### config.mk
export PLATFORM = sky130hd
export DESIGN_NAME = rol32_seq
export DESIGN_NICKNAME = d
export VERILOG_FILES = /design/src/rtl/rol32_seq.sv
export SDC_FILE = /design/constraint.sdc
export NUM_CORES = 1
export LEC_CHECK = 0
export CORE_UTILIZATION = 46
export CTS_BUF_LIST = sky130_fd_sc_hd__clkbuf_8 sky130_fd_sc_hd__clkbuf_16
export DETAILED_ROUTE_END_ITERATION = 10
export GPL_TIMING_DRIVEN = 1
export PLACE_DENSITY_LB_ADDON = 0.3
export SLEW_MARGIN = 20
export SYNTH_ARGS = -nofsm -noshare
export SYNTH_HDL_FRONTEND = slang
export SYNTH_SLANG_ARGS = --single-unit
### constraint.sdc
create_clock -name clock -period 2.05 [get_ports clock]
set_input_delay 0.615 -clock clock [delete_from_list [all_inputs] [get_ports clock]]
set_output_delay 0.615 -clock clock [all_outputs]
set_load 0.01 [all_outputs]
### src/rtl/rol32_seq.sv
// Sequential 32-bit rotate-left: the operand is rotated one bit per clock
// until the captured 5-bit amount is exhausted, then the result is published.
module rol32_seq (
    input  logic        clock,
    input  logic        clear,
    input  logic        start,
    input  logic [31:0] in,
    input  logic [31:0] num_rotate,
    output logic [31:0] out,
    output logic        busy,
    output logic        done
);

    typedef enum logic [1:0] {
        IDLE,
        ROT,
        DONE
    } state_t;

    state_t      state_q;
    logic [31:0] data_q;
    logic [31:0] data_d;
    logic [31:0] out_q;
    logic [4:0]  count_q;
    logic        busy_q;
    logic        done_q;

    // Only the low five bits of the amount matter (rotation is modulo 32).
    logic unused_ok;
    assign unused_ok = ^num_rotate[31:5];

    assign data_d = {data_q[30:0], data_q[31]};

    always_ff @(posedge clock) begin
        if (clear) begin
            state_q <= IDLE;
            data_q  <= 32'h0;
            out_q   <= 32'h0;
            count_q <= 5'd0;
            busy_q  <= 1'b0;
            done_q  <= 1'b0;
        end else begin
            case (state_q)
                IDLE: begin
                    busy_q <= 1'b0;
                    done_q <= 1'b0;
                    if (start) begin
                        data_q  <= in;
                        count_q <= num_rotate[4:0];
                        busy_q  <= 1'b1;
                        state_q <= ROT;
                    end
                end
                ROT: begin
                    if (count_q != 5'd0) begin
                        data_q  <= data_d;
                        count_q <= count_q - 5'd1;
                    end else begin
                        out_q   <= data_q;
                        busy_q  <= 1'b0;
                        done_q  <= 1'b1;
                        state_q <= DONE;
                    end
                end
                DONE: begin
                    busy_q  <= 1'b0;
                    done_q  <= 1'b0;
                    state_q <= IDLE;
                end
                default: begin
                    busy_q  <= 1'b0;
                    done_q  <= 1'b0;
                    state_q <= IDLE;
                end
            endcase
        end
    end

    assign out  = out_q;
    assign busy = busy_q;
    assign done = done_q;

endmodule

==> impl_metrics.yaml <==
route:
  dr.pass1.iters: 7
  viasPerCell: 5.64
  drc: 6
  wl_mm: 7.36
  ant_nets: 0
  post_drt_wl_per_cell_um: 16.3
  num_vias: 2544
  drt_iter0_markers: 141
synth:
  synthesis.nets: 368
  syn_area_per_cell_um2: 10.4
  ys_seq_area_share_pct: 47.1
  synth_top_area_cell: "dfxtp_1"
  synth_cells: 300
  ys_ff_latch: 73
  synth_cell_types: 27
  synth_top_cells_by_area: "dfxtp_1 47%, mux2i_1 11%, o2bb2ai_2 9.7%, a21oi_1 5.6%, o21ai_0 5.3%"
  yosys_warnings: 0
  synth_top_area_share_pct: 47.1
  netlist_area_um2: 3110
global_route:
  met1_usage_pct: 28.7
  grt_pass1_wl_mm: 12.2
  grt_pass1_vias: 2462
  top_usage_layer: "met2"
  use_met2_pct: 34.4
  grt.met3_usage_pct: 7.18
  grt_use_total_pct: 21.8
  grt_overflow: 0
  grt_max_degree: 41
  antenna_found_initial: 0
final_layout:
  layout-drive-gt1-share_pct: 15.8
  fin_nets: 437
  final_cells: 451
  final_area_um2: 4130
  num-fill-cells: 539
  synthToLayoutAreaGrowth_pct: 33.0
  n_antenna_cell: 0
worst_setup_path:
  setup.worst_path.end_class: "register"
  worstSetupStartpointType: "register"
  arrival_ps: 2230
  ff2ff_path_depth: 6
  slowest_stage: "or4b_4"
  crit_type: "register to register"
  worst_ep_required_time_ps: 2330
  critPathMaxStageDelay_ps: 520
  critical-path-top-delay-family: "simple AND/OR/NAND/NOR gates"
  critPathBufInv: 2
  crit_chain: "inv_1 -> ha_1 -> or4b_4 -> a211oi_4 -> buf_4 -> o2bb2ai_1"
  path_max_fanout: 14
  cp.depth: 6
clocking:
  clock-sinks: 73
  cts_hold_buf: 0
  cts_root_buf: "clkbuf_8"
  cts_tree: "built"
  cts_resized: 0
  cts_buffers: 9
  ctsHtreeMaxLevel: 3
  clock_path_buffers: 2
  cts_setup_buffers: 0
  clkLatencyLatePin_ps: 340
  clk_pin_slew_ps: 70
status:
  outcome: "complete, but fails checks"
  failed_checks: "DRC"
placement:
  place_congestion: 0.785
  dp_hpwl_mm: 4.68
  io_buffers: 73
  place_area_um2: 3940
  place_inst: 435
power:
  p_sw_share_pct: 33.6
  p_clk_share_pct: 27.3
  finalPower_w: 0.00406
  p_switching_w: 0.00137
  p_seq_share_pct: 43.6
  p_comb_share_pct: 29.2
  vdd_ir_drop_max_uv: 503
  intPower_w: 0.00270
  p_per_area_nw_per_um2: 984
  cellLeakagePower_nw: 1.57
sta:
  drv_slew: 0
  final.setup_skew_ps: 7.01
  hold_viol_final: 0
  period_needed_ps: 1950
  fmax_mhz: 513
  slew_headroom_pct: 73.7
  worstMarginPinSlew_ps: 394
  rsz0062_at_grt: "no"
  fin_hold_ws_ps: 475
  setup_viol: 0
  fin_tns_setup_ps: 0
  period_share_pct: 95.1
floorplan:
  rows: 29
  die_w_um: 84.2
  io_pins: 101
  die-area_um2: 7080
  die_h_um: 84.2
  start_util_pct: 48.4
  design.core.area_um2: 6420
hold_path:
  worstHoldPathCells: 2
  hold_class: "register to register"
job:
  drv_cap: 0
-- power by group through the flow --
stage | logic, W | clock network (W) | registers, W
2_1_floorplan | 0.000800 | 0 | 0.00177
3_3_place_gp | 0.00115 | 0 | 0.00179
3_5_place_dp | 0.00118 | 0 | 0.00180
4_1_cts | 0.00118 | 0.00113 | 0.00177
5_1_grt | 0.00128 | 0.00121 | 0.00180
6_report | 0.00119 | 0.00111 | 0.00177
-- path summary, 6_finish.rpt --
check / end / from / slack [ps]
max: data_q[25]$_SDFFE_PP0P_ / count_q[0]$_SDFFE_PP0P_ / 100
min reg2reg: out[27]$_SDFFE_PP0P_ / out[27]$_SDFFE_PP0P_ / 470
max reg2reg: data_q[25]$_SDFFE_PP0P_ / count_q[0]$_SDFFE_PP0P_ / 100
min: out[27]$_SDFFE_PP0P_ / out[27]$_SDFFE_PP0P_ / 470
-- Yosys cell counts (all sizes together) --
cell type	instances
a2111o	1
clkbuf	20
o41ai	1
a211oi	1
o2bb2ai	34
a21oi	35
nor3	2
dfxtp	73
or4b	1
buf	10
nand3	32
mux2i	35
o21ai	33
nor2	4
nand2b	2
nor3b	2
and4bb	1
nor4	1
nor2b	1
o32ai	3
nor4b	1
ha	1
or4bb	1
inv	5
-- area by class of cell --
class	instances	area (um^2)	area share, %
Tap cell	77	96.3	2.33
Clock buffer	10	138	3.33
Timing Repair Buffer	88	863	20.9
Multi-Input combinational cell	192	1500	36.2
Clock inverter	6	57.6	1.39
Inverter	5	18.8	0.454
Sequential cell	73	1460	35.4
-- logic make-up after synthesis --
family                     synth area share (%)
adders and majority gates                 0.403
and+or+nand+nor                            8.94
buffers and inverters                      5.60
muxes                                      11.3
DFF                                        47.1
AOI/OAI and AO/OA                          26.7
-- state kept, by name, summed over array words and instances (netlist names) --
signal,flops
done,1
out,32
data_q,32
count_q,5
state_q,2
busy,1
-- routing by layer --
metal  vias to the layer above  routed length [um]
met3                         8                 466
met5                         -                   0
met1                      1204                3360
li1                       1255                   -
met4                         0                  82
met2                        77                3450
-- worst min-delay path, delay by kind of cell (launching register included) --
kind | cells | cell delay [ps]
flops | 1 | 310
compound gates | 2 | 120
-- stage by stage --
stage | setup slack [ps] | util (%)
after floorplan | 172 | -
after global placement | -82.1 | 61.3
after detailed placement | -87.0 | 61.3
after CTS | 115 | 64.3
after global routing | 15.2 | 64.3
final | 100 | 64.3
-- placed cells by master (no fill, tap or decap), types with 2 or more instances in the layout --
master | Yosys | routed
dfxtp_1 | 73 | 73
buf_4 | 2 | 13
nor3_1 | 2 | 2
nand3_1 | 32 | 32
clkbuf_8 | 0 | 10
a21oi_1 | 35 | 35
clkdlybuf4s50_1 | 0 | 72
inv_1 | 5 | 5
o2bb2ai_2 | 20 | 20
nor2_1 | 4 | 4
o2bb2ai_1 | 14 | 14
buf_12 | 0 | 2
o32ai_1 | 3 | 3
clkinv_2 | 0 | 4
mux2i_1 | 35 | 35
o21ai_0 | 33 | 33
nor3b_1 | 2 | 2
No activity file was read; power rests on OpenSTA's default activity.
